==> src/rtl/scrambler_lfsr_stream_pkg.sv <==
// Shared constants, FSM state type and the 8-step LFSR helper for the byte scrambler.
package scrambler_lfsr_stream_pkg;

  localparam logic [31:0] SCR_POLY     = 32'h8020_0003;
  localparam logic [31:0] SCR_SEED_FIX = 32'hACE1_ACE1;

  typedef enum logic [1:0] {
    S_IDLE,
    S_RUN,
    S_DRAIN
  } scr_state_e;

  // Returns {state after 8 steps, ks}; ks[0] is the first keystream bit produced.
  function automatic logic [39:0] lfsr_step8(input logic [31:0] state,
                                             input logic [31:0] poly);
    logic [31:0] s;
    logic [7:0]  ks;
    s = state;
    for (int i = 0; i < 8; i++) begin
      ks[i] = s[31];
      s     = {s[30:0], ^(s & poly)};
    end
    return {s, ks};
  endfunction

endpackage

==> src/rtl/scrambler_lfsr_stream_step8.sv <==
// Combinational eight-step advance of the Fibonacci LFSR plus the byte of keystream it yields.
module scrambler_lfsr_stream_step8
  import scrambler_lfsr_stream_pkg::*;
#(
  parameter logic [31:0] POLY = SCR_POLY
) (
  input  logic [31:0] cur,
  output logic [31:0] nxt,
  output logic [7:0]  ks
);

  assign {nxt, ks} = lfsr_step8(cur, POLY);

endmodule

==> src/rtl/scrambler_lfsr_stream.sv <==
// Seeded LFSR byte scrambler: one frame per seed load, valid/ready on both sides,
// single output register so input and output can both move every cycle.
module scrambler_lfsr_stream
  import scrambler_lfsr_stream_pkg::*;
#(
  parameter logic [31:0] POLY     = SCR_POLY,
  parameter logic [31:0] SEED_FIX = SCR_SEED_FIX,
  parameter int unsigned CNT_W    = 16
) (
  input  logic             clk,
  input  logic             rst,
  input  logic [31:0]      seed,
  input  logic             seed_load,
  input  logic             din_valid,
  output logic             din_ready,
  input  logic [7:0]       din,
  input  logic             din_last,
  output logic             dout_valid,
  input  logic             dout_ready,
  output logic [7:0]       dout,
  output logic             dout_last,
  output logic             busy,
  output logic [CNT_W-1:0] byte_cnt,
  output logic             seed_err
);

  scr_state_e       state_q;
  logic [31:0]      lfsr_q;
  logic [31:0]      lfsr_nxt;
  logic [7:0]       ks;
  logic [7:0]       dout_q;
  logic             dout_valid_q;
  logic             dout_last_q;
  logic [CNT_W-1:0] byte_cnt_q;
  logic             seed_err_q;
  logic             accept;
  logic             pop;

  scrambler_lfsr_stream_step8 #(
    .POLY (POLY)
  ) u_step8 (
    .cur (lfsr_q),
    .nxt (lfsr_nxt),
    .ks  (ks)
  );

  // Output register is free when empty or being drained this cycle.
  assign din_ready = (state_q == S_RUN) && (!dout_valid_q || dout_ready);
  assign accept    = din_valid && din_ready;
  assign pop       = dout_valid_q && dout_ready;

  always_ff @(posedge clk or posedge rst) begin
    if (rst) begin
      state_q      <= S_IDLE;
      lfsr_q       <= '0;
      dout_q       <= '0;
      dout_valid_q <= 1'b0;
      dout_last_q  <= 1'b0;
      byte_cnt_q   <= '0;
      seed_err_q   <= 1'b0;
    end else begin
      // A load while busy flags an error; a load taken in IDLE clears it.
      if (seed_load) begin
        seed_err_q <= (state_q != S_IDLE);
      end
      unique case (state_q)
        S_IDLE: begin
          if (seed_load) begin
            lfsr_q     <= (seed == '0) ? SEED_FIX : seed;
            byte_cnt_q <= '0;
            state_q    <= S_RUN;
          end
        end
        S_RUN: begin
          if (accept) begin
            dout_q       <= din ^ ks;
            dout_last_q  <= din_last;
            dout_valid_q <= 1'b1;
            lfsr_q       <= lfsr_nxt;
            if (byte_cnt_q != '1) begin
              byte_cnt_q <= byte_cnt_q + CNT_W'(1);
            end
            if (din_last) begin
              state_q <= S_DRAIN;
            end
          end else if (pop) begin
            dout_valid_q <= 1'b0;
          end
        end
        S_DRAIN: begin
          if (pop || !dout_valid_q) begin
            dout_valid_q <= 1'b0;
            state_q      <= S_IDLE;
          end
        end
        default: state_q <= S_IDLE;
      endcase
    end
  end

  assign dout       = dout_q;
  assign dout_valid = dout_valid_q;
  assign dout_last  = dout_last_q;
  assign busy       = (state_q != S_IDLE);
  assign byte_cnt   = byte_cnt_q;
  assign seed_err   = seed_err_q;

endmodule

==> config.mk <==
export PLATFORM = sky130hd
export DESIGN_NAME = scrambler_lfsr_stream
export DESIGN_NICKNAME = d
export VERILOG_FILES = /design/src/rtl/scrambler_lfsr_stream_pkg.sv /design/src/rtl/scrambler_lfsr_stream_step8.sv /design/src/rtl/scrambler_lfsr_stream.sv
export SDC_FILE = /design/constraint.sdc
export NUM_CORES = 1
export LEC_CHECK = 0
export CELL_PAD_IN_SITES_DETAIL_PLACEMENT = 0
export CELL_PAD_IN_SITES_GLOBAL_PLACEMENT = 2
export CORE_MARGIN = 2
export CORE_UTILIZATION = 28
export CTS_BUF_LIST = sky130_fd_sc_hd__clkbuf_8
export DETAILED_ROUTE_END_ITERATION = 12
export GPL_TIMING_DRIVEN = 0
export PLACE_DENSITY = 0.75
export SYNTH_ARGS = -nofsm -noshare
export SYNTH_HDL_FRONTEND = slang
export SYNTH_SLANG_ARGS = --single-unit
==> constraint.sdc <==
create_clock -name clk -period 1.9 [get_ports clk]
set_clock_uncertainty 0.15 [all_clocks]
set_input_delay 0.38 -clock clk [delete_from_list [all_inputs] [get_ports clk]]
set_output_delay 0.38 -clock clk [all_outputs]
set_load 0.01 [all_outputs]
==> summary.md, run 1 <==
| Metric | Value |
|---|---|
| Most area-consuming cells after synthesis | dfrtp_1, xnor2_1, nand2_1, nor2_1, o21ai_0 |
| Distinct cells, synth | 47 |
| Final worst path period share | 1.079 |
| Main combinational cell family by area after synthesis | compound AO/OA/AOI/OAI gates |
| Syn Nets | 394 |
| Vias | 3188 |
| Detail Route Antenna Nets | 0 |
| RePlAce Congestion | 0.8555 |
| Hold EP | lfsr_q[14]$_DFFE_PP0P_ |
| Post-Synth XOR/XNOR Area | 0.09319 |
| Worst hold path type | primary input to flop |
| Area of the multi-input gates | 1957 sq um |
| Die X | 111.5 um |
| Hold Slack | 233.0 ps |
| DR pass1 iterations | 4 |
| DRT iter0 DRCs | 220 |
| Worst skew pair latency | 350 ps |
| Crit path cell chain | buf_6, and4_1, or4b_4, o211ai_4, nor3_2, a211o_1 |
| Final WS setup | -150.0 ps |
| Synth Cell Area | 3236 sq um |
| Dpl ws | -1057 ps |
| Largest fanout on the critical path | 5 |
| Unrepaired setup endpoints after global routing | yes |
| Design Area, Final | 5079 sq um |
| Leak | 2.225 nW |
| CP Capture Type | flop |
| Clk sinks | 61 |
| CTS Buf Count | 9 |
| Slowest CP cell | or4b_4 |
| Number of global-route vias before repair | 3222 |
| Final hold vios | 0 |
| Total Routing Usage GR | 0.1837 |
| Root Buffer | clkbuf_8 |
| R2R cell count | 6 |
| Commonest cells in the synthesized netlist | dfrtp_1, nand2_1, nor2_1, o21ai_0, xnor2_1 |
| IO Pins | 75 |
| CTS tree | yes |
| Synth top area share | 0.4718 |
| Post-synth top area cell | dfrtp_1 |
| Yosys warning count | 0 |
| Worst-Margin Slew | 767.4 ps |
| Multiplexer share of the synthesized area | 0.006187 |
| Failing checks | setup timing |
| Sequential cell area | 1541 sq um |
| Worst path max stage delay | 530 ps |
| Ant. Diodes | 0 |
| Cell family with most CP delay | simple AND/OR/NAND/NOR gates |
| Post-Synth Simple-Gate Area | 0.1833 |
| Initial antenna violation count | 0 |
| Die area | 12430 sq um |
| FP Rows | 39 |
| Starting Density | 0.2846 |
| Min cycle time layout | 2050 ps |
| Port bufs | 74 |
| Clock tree buffer depth | 2 |
| Drt total wl | 11450 um |
| DR WL/cell | 18.77 um |
| Power Dens Cells | 1843 nW/um^2 |
| Compound-Gate Fraction of Synth Area | 0.2092 |
| Power, Total | 9.361 mW |
| DP Area | 4185 sq um |
| Vias/cell | 5.226 |
| Relative slew slack | 0.4873 |
| Avg Cell Area, Syn | 9.325 sq um |
| Reg2reg end | byte_cnt[7]$_DFFE_PP0P_ |
| Fmax | 0.4878 GHz |
| H-tree Lvls | 3 |
| Fill count | 1133 |
| R2R setup slack | -150 ps |
| Synthesis-to-finish area growth | 56.96% |
| Hold path depth | 3 |
| Fin. max-slew vios | 0 |
| Area share of fa/ha/maj cells after synthesis | 0.003867 |
| Yosys reg bits | 61 |
| Setup-failing EPs final | 9 |
| Peak VDD IR | 0.8418 mV |
| DIE HEIGHT | 111.5 um |
| Layout cells sized above 1 | 0.2784 |
| Post-DP HPWL | 7886 um |
| Worst flop-to-flop path startpoint | state_q[0]$_DFFE_PP0P_ |
| DRC | 0 |
| Syn Inst Count | 347 |
| Worst path arrival time | 2130 ps |
| Post-synth top flop | dfrtp_1 |
| Max_cap viols | 0 |
| Clock Pin Slew Worst Setup and Hold Paths | 80 ps |
| Async set-reset flop share out of synthesis | 1.000 |
| Core Area | 11370 sq um |
| Final nets | 509 |
| First-pass GRT wire length | 17910 um |
| Largest net degree at the start of global routing | 34 |
| Sequential area share after synthesis | 0.4718 |
| Worst path buffer plus inverter count | 1 |
| Grt total ovfl | 0 |
| Worst Path Required | 1980 ps |
| Worst hold start | seed[14] |
| Count leader, synth | dfrtp_1 |
| Crit Path Class | flop to flop |
| Status | finished, violations left |
| CP startpoint kind | flop |
| Post-synth EDFFs | 0 |
## per-stage QoR
step / util / cells / setup TNS, ps
after floorplan: - / 347 / -20.73
after global placement: 0.3663 / 564 / -54860
after detailed placement: 0.3681 / 565 / -43030
after CTS: 0.4212 / 601 / -765.4
after global routing: 0.4467 / 610 / -1670
final: 0.4467 / 610 / -772.8
## final cells by class
cell class                 instances  share of cell area
tap                              143             0.03523
sequential                        61              0.3035
buffer                            16             0.02340
clock inverter                     6             0.01232
clock buffer                      10             0.02710
timing repair buffer             107              0.2062
multi-input combinational        260              0.3853
inverter                           7            0.006898
## sequential cells by signal, indices dropped and copies added (netlist names)
signal / cells
lfsr_q: 32
byte_cnt: 16
dout: 8
state_q: 2
dout_last: 1
dout_valid: 1
seed_err: 1
## repair_timing
action | CTS | global route
endpoints found under the setup margin | 60 | 56
setup buffers | 22 | 9
cloned | 1 | 1
hold buffers | 0 | 0
pin swaps | 12 | 22
resized for setup | 82 | 75
## how the worst max path moves through the flow
| stage | startpoint | endpoint | slack [ps] | cells after the start |
|---|---|---|---|---|
| finish | state_q[0]$_DFFE_PP0P_ | byte_cnt[7]$_DFFE_PP0P_ | -150 | 6 |
| detailed placement | seed[17] | lfsr_q[11]$_DFFE_PP0P_ | -1060 | 7 |
| global route | byte_cnt[4]$_DFFE_PP0P_ | byte_cnt[12]$_DFFE_PP0P_ | -200 | 7 |
| floorplan | byte_cnt[4]$_DFFE_PP0P_ | byte_cnt[7]$_DFFE_PP0P_ | -10 | 5 |
| global placement | seed[17] | lfsr_q[11]$_DFFE_PP0P_ | -1070 | 7 |
| CTS | state_q[0]$_DFFE_PP0P_ | byte_cnt[7]$_DFFE_PP0P_ | -140 | 6 |
## placed cells by master, fill, tap and decap left out, types with 7 or more instances in the layout
cell type,Yosys,layout
dfrtp_1,61,49
nor4_2,0,7
xnor2_1,24,16
a21oi_1,10,8
buf_4,0,33
dlymetal6s2s_1,0,23
clkdlybuf4s50_1,0,39
o21ai_0,29,22
buf_6,0,7
dfrtp_2,0,12
clkbuf_8,0,11
dlygate4sd2_1,0,10
nand3_1,12,10
xnor2_2,1,8
o211ai_1,8,8
nand2_1,40,39
o22ai_1,14,14
nor2_1,39,34
a221oi_1,15,10
## cell families after synthesis
group / count (synthesis)
mux: 2
xor+xnor: 32
buf+inv: 27
simple gates: 126
flops: 61
fa+ha+maj: 1
compound gates: 98
## worst reg2reg max path: cells and delay by family, from the launching register on
| kind | cells | cell delay [ps] |
|---|---|---|
| AO/OA/AOI/OAI | 2 | 530 |
| buffers and inverters | 1 | 110 |
| AND/OR/NAND/NOR | 3 | 800 |
| flip-flops | 1 | 350 |
## metal layers
| metal | track usage | routed length (um) |
|---|---|---|
| met1 | 0.2680 | 5527 |
| met5 | 0 | 0 |
| met3 | 0.02885 | 497 |
| met4 | 0.06337 | 202 |
| met2 | 0.2780 | 5220 |
## where the power goes
| part | switching (mW) | internal [mW] | leakage, nW |
|---|---|---|---|
| Combinational | 2.87 | 2.80 | 1.41 |
| Sequential | 0.580 | 1.92 | 0.721 |
| Clock | 0.559 | 0.637 | 0.0943 |
| Total | 4.01 | 5.35 | 2.22 |
Note: power is estimated with default switching activity, not from simulation.
==> run 2, diff against run 1 <==
--- a/config.mk
+++ b/config.mk
@@ -10,3 +10,3 @@
 export CORE_MARGIN = 2
-export CORE_UTILIZATION = 28
+export CORE_UTILIZATION = 31
 export CTS_BUF_LIST = sky130_fd_sc_hd__clkbuf_8
@@ -14,3 +14,3 @@
 export GPL_TIMING_DRIVEN = 0
-export PLACE_DENSITY = 0.75
+export PLACE_DENSITY = 0.79
 export SYNTH_ARGS = -nofsm -noshare
==> constraint.sdc (replaced) <==
create_clock -name clk -period 2 [get_ports clk]
set_clock_uncertainty 0.15 [all_clocks]
set_input_delay 0.4 -clock clk [delete_from_list [all_inputs] [get_ports clk]]
set_output_delay 0.4 -clock clk [all_outputs]
set_load 0.1 [all_outputs]
==> summary.md, run 2 (synthesized netlist as in run 1, its figures left out) <==
| Metric | Value |
|---|---|
| Fin. max-slew vios | 0 |
| Commonest non-fill, non-tap cell in the layout | dfrtp_1 |
| Worst flop-to-flop path startpoint | state_q[0]$_DFFE_PP0P_ |
| Min cycle time layout | 2020 ps |
| Worst path buffer plus inverter count | 1 |
| Initial antenna violation count | 0 |
| DR WL/cell | 18.15 um |
| Post-DP HPWL | 7608 um |
| Reg2reg end | byte_cnt[5]$_DFFE_PP0P_ |
| Die X | 106.2 um |
| Largest fanout on the critical path | 8 |
| IO Pins | 75 |
| DIE HEIGHT | 106.2 um |
| Failing checks | setup timing |
| Fmax | 0.4951 GHz |
| Clock tree buffer depth | 2 |
| DR pass1 iterations | 4 |
| Setup-failing EPs final | 3 |
| Relative slew slack | 0.4614 |
| Final WS setup | -19.86 ps |
| Layout cells sized above 1 | 0.3080 |
| Drt total wl | 10840 um |
| CP Capture Type | flop |
| Worst Path Required | 2080 ps |
| Unrepaired setup endpoints after global routing | yes |
| Cell family with most CP delay | simple AND/OR/NAND/NOR gates |
| Vias | 3121 |
| CP startpoint kind | flop |
| # hold bufs at CTS | 0 |
| First-pass GRT wire length | 17140 um |
| R2R setup slack | -20 ps |
| CP endpoint | byte_cnt[5]$_DFFE_PP0P_ |
| RePlAce Congestion | 0.8044 |
| Port bufs | 74 |
| Final worst path period share | 1.010 |
| Synthesis-to-finish area growth | 53.48% |
| Die area | 11270 sq um |
| Number of global-route vias before repair | 3150 |
| Worst path arrival time | 2100 ps |
| Ant. Diodes | 0 |
| Final hold vios | 0 |
| Largest net degree at the start of global routing | 35 |
| Critical Path Source | state_q[0]$_DFFE_PP0P_ |
| Non-filler instance count after layout | 597 |
| Number of flip-flops in the largest register | 32 |
| H-tree Lvls | 3 |
| Crit Path Class | flop to flop |
| Clk sinks | 61 |
| Slowest CP cell | or4b_4 |
| CTS tree | yes |
| Vias/cell | 5.228 |
| Worst-Margin Slew | 806.2 ps |
| Clock Pin Slew Worst Setup and Hold Paths | 70 ps |
| Worst path max stage delay | 520 ps |
| Starting Density | 0.3163 |
| Worst hold path type | primary input to flop |
| Biggest register | lfsr_q |
| Max_cap viols | 0 |
| FP Rows | 37 |
| Worst skew pair latency | 350 ps |
| Crit path depth | 6 |
| Grt total ovfl | 0 |
| Crit path cell chain | buf_6, and4_1, or4b_4, o211ai_4, nor3_2, a211o_1 |
| DRT iter0 DRCs | 119 |
| Core Area | 10230 sq um |
| Detail Route Antenna Nets | 0 |
| Status | finished, violations left |
| R2R cell count | 6 |
| Most frequent cells in the layout | dfrtp_1, clkdlybuf4s50_1, nand2_1 |
| CTS Buf Count | 9 |
| Final nets | 503 |
| Root Buffer | clkbuf_8 |
| Dpl cells | 558 |
| DRC | 0 |
| Total Routing Usage GR | 0.1977 |
==> run 2: stage by stage <==
stage | cell area [sq um] | util | TNS [ps] | setup slack [ps] | hold WS (ps)
2_1_floorplan | 3268 | - | -2221 | -289.2 | 299.8
3_3_place_gp | 4179 | 0.4085 | -43470 | -1173 | 311.3
3_5_place_dp | 4199 | 0.4104 | -35660 | -1171 | 319.3
4_1_cts | 4684 | 0.4579 | -295.2 | -151.5 | 336.8
5_1_grt | 4966 | 0.4854 | -412.3 | -91.94 | 306.5
6_report | 4966 | 0.4854 | -40.28 | -19.86 | 280.4
==> run 2: cell type report <==
cell class                      count  area (sq um)
Sequential cell                    61          1549
Tap cell                          136         170.2
Inverter                            7         31.28
Buffer                             17         121.4
Timing Repair Buffer              101          1021
Clock buffer                       11         151.4
Multi-Input combinational cell    259          1815
Fill cell                         987          5265
Clock inverter                      5         106.4
==> run 2: per-layer routing <==
| metal | share of wire | up-vias | global-route usage |
|---|---|---|---|
| met5 | 0 | - | 0 |
| met4 | 0.017 | 0 | 0.08083 |
| met3 | 0.047 | 16 | 0.02882 |
| met2 | 0.48 | 87 | 0.3150 |
| met1 | 0.45 | 1524 | 0.2696 |
| li1 | - | 1494 | - |
==> run 2: how the worst min path moves through the flow <==
stage / startpoint / end / slack, ps / cells after the start
floorplan: lfsr_q[10]$_DFFE_PP0P_ / lfsr_q[10]$_DFFE_PP0P_ / 300 / 2
global placement: dout[7]$_DFFE_PP0P_ / dout[7]$_DFFE_PP0P_ / 310 / 2
detailed placement: dout_last$_DFFE_PP0P_ / dout_last$_DFFE_PP0P_ / 320 / 2
CTS: dout_last$_DFFE_PP0P_ / dout_last$_DFFE_PP0P_ / 340 / 2
global route: seed[15] / lfsr_q[15]$_DFFE_PP0P_ / 310 / 3
finish: seed[20] / lfsr_q[20]$_DFFE_PP0P_ / 280 / 3
==> run 2: timing repair <==
| action | 4_1_cts | 5_1_grt |
|---|---|---|
| pin swaps | 9 | 16 |
| buffers inserted | 15 | 10 |
| gates resized for setup | 123 | 55 |
| endpoints found under the setup margin | 84 | 57 |
| hold endpoints to repair | 0 | 0 |
| cloned | 0 | 1 |
==> run 2: tightest hold or removal path: cells and delay by family <==
family	cells	cell delay [ps]
AND/OR/NAND/NOR	1	80
buffers and inverters	1	160
AO/OA/AOI/OAI	1	80
Power of run 2 is left out: the tool's default activity adds up to more than one toggle a clock period on the data nets, which glitch-free logic cannot reach.
==> run 3, diff against run 2 <==
CORE_MARGIN = not set   (was 2)
==> summary.md, run 3 (synthesized netlist as in run 1, its figures left out) <==
| Metric | Value |
|---|---|
| Worst Path Required | 1450 ps |
| Worst flop-to-flop path startpoint | byte_cnt[6]$_DFFE_PP0P_ |
| Most frequent cells in the layout | dfrtp_1, clkdlybuf4s50_1, nand2_1 |
| Largest net degree at the start of global routing | 36 |
| Worst skew pair latency | 350 ps |
| DRT iter0 DRCs | 166 |
| Clock Pin Slew Worst Setup and Hold Paths | 70 ps |
| Detail Route Antenna Nets | 0 |
| R2R setup slack | -20 ps |
| Final hold vios | 0 |
| R2R cell count | 5 |
| RePlAce Congestion | 0.8305 |
| Metal1 wirelength | 4888 um |
| Non-filler instance count after layout | 596 |
| Hold Slack | 326.8 ps |
| Relative slew slack | 0.4743 |
| DR pass1 iterations | 4 |
| Hold path depth | 3 |
| CTS Buf Count | 9 |
| Number of global-route vias before repair | 3006 |
| Largest fanout on the critical path | 10 |
| Status | finished, violations left |
| Number of flip-flops in the largest register | 32 |
| Setup-failing EPs final | 5 |
| Fill count | 960 |
| Worst path arrival time | 1470 ps |
| Synthesis-to-finish area growth | 52.01% |
| Dpl cells | 555 |
| CP startpoint kind | flop |
| Worst hold start | seed[18] |
| Hold EP | lfsr_q[18]$_DFFE_PP0P_ |
| CP dominant cell by count | buf_12 |
| WL met2 | 4950 um |
| Clk sinks | 61 |
| Worst-Margin Slew | 788.5 ps |
| Ant. Diodes | 0 |
| Port bufs | 74 |
| Sequential cell area | 1549 sq um |
| Slowest CP cell | dfrtp_2 |
| Starting Density | 0.3250 |
| Die area | 10850 sq um |
| FP Rows | 36 |
| Layout cells sized above 1 | 0.3024 |
| Top sig layer | met4 |
| Fmax | 0.4951 GHz |
| Final core utilization | 0.4941 |
| Worst path max stage delay | 450 ps |
| Vias/cell | 5.201 |
| CTS tree | yes |
| # hold bufs at CTS | 0 |
| Drt total wl | 10590 um |
| Reg2reg end | byte_cnt[7]$_DFFE_PP0P_ |
| Die X | 104.2 um |
| Final nets | 505 |
| Area of the multi-input gates | 1808 sq um |
| Vias | 3100 |
| Total Routing Usage GR | 0.1994 |
| Fin Setup TNS | -68.24 ps |
| Initial antenna violation count | 0 |
| H-tree Lvls | 3 |
| Failing checks | setup timing |
| CP Capture Type | output pin |
| Biggest register | lfsr_q |
| Final worst path period share | 1.010 |
| Fin. max-slew vios | 0 |
| DR WL/cell | 17.77 um |
| Clock tree buffer depth | 2 |
| Min cycle time layout | 2020 ps |
| Grt total ovfl | 0 |
| Met3 wire length | 600 um |
| IO Pins | 75 |
| Core Area | 9955 sq um |
| Crit path cell chain | nand2b_4, buf_12, nor2_4, buf_12 |
| First-pass GRT wire length | 16480 um |
| DRC | 0 |
| Crit Path Class | flop to output pin |
| Unrepaired setup endpoints after global routing | yes |
| Final WS setup | -19.74 ps |
| Root Buffer | clkbuf_8 |
| Post-DP HPWL | 7486 um |
| DIE HEIGHT | 104.2 um |
| Max_cap viols | 0 |
| Worst hold path type | primary input to flop |
-- run 3: critical path, delay by kind of cell (launching register included) --
kind	cells	cell delay, ps
buffers and inverters	2	360
flip-flops	1	450
AND/OR/NAND/NOR	2	320
-- run 3: metrics by stage --
step / cell area, sq um / worst slack (ps)
after floorplan: 3268 / -289.2
after global placement: 4175 / -1187
after detailed placement: 4195 / -1186
after CTS: 4654 / -138.1
after global routing: 4918 / -73.24
final: 4918 / -19.74
-- run 3: layer usage --
metal | global-route usage | vias to the layer above
li1 | - | 1495
met1 | 0.2776 | 1502
met2 | 0.3171 | 90
met3 | 0.02945 | 13
met4 | 0.06531 | 0
met5 | 0 | -
-- run 3: layout make-up --
type | count | share of cell area
buffer | 17 | 0.02468
clock buffer | 11 | 0.03078
clock inverter | 5 | 0.01501
inverter | 7 | 0.006360
multi-input combinational | 259 | 0.3676
sequential | 61 | 0.3149
tap | 133 | 0.03383
timing repair buffer | 103 | 0.2068
-- run 3: how the worst max path moves through the flow --
stage	start	to	slack (ps)	depth (start not counted)
finish	state_q[1]$_DFFE_PP0P_	din_ready	-20	4
floorplan	byte_cnt[7]$_DFFE_PP0P_	byte_cnt[7]$_DFFE_PP0P_	-290	5
CTS	state_q[1]$_DFFE_PP0P_	din_ready	-140	4
global placement	state_q[1]$_DFFE_PP0P_	din_ready	-1190	6
global route	byte_cnt[4]$_DFFE_PP0P_	byte_cnt[15]$_DFFE_PP0P_	-70	6
detailed placement	state_q[1]$_DFFE_PP0P_	din_ready	-1190	6
-- run 3: repair_timing --
| action | in CTS | in global routing |
|---|---|---|
| setup buffers | 15 | 12 |
| endpoints found under the setup margin | 84 | 48 |
| pin swaps | 10 | 12 |
| gates resized for setup | 127 | 44 |
| cloned | 0 | 1 |
Power of run 3 is left out for the same reason.
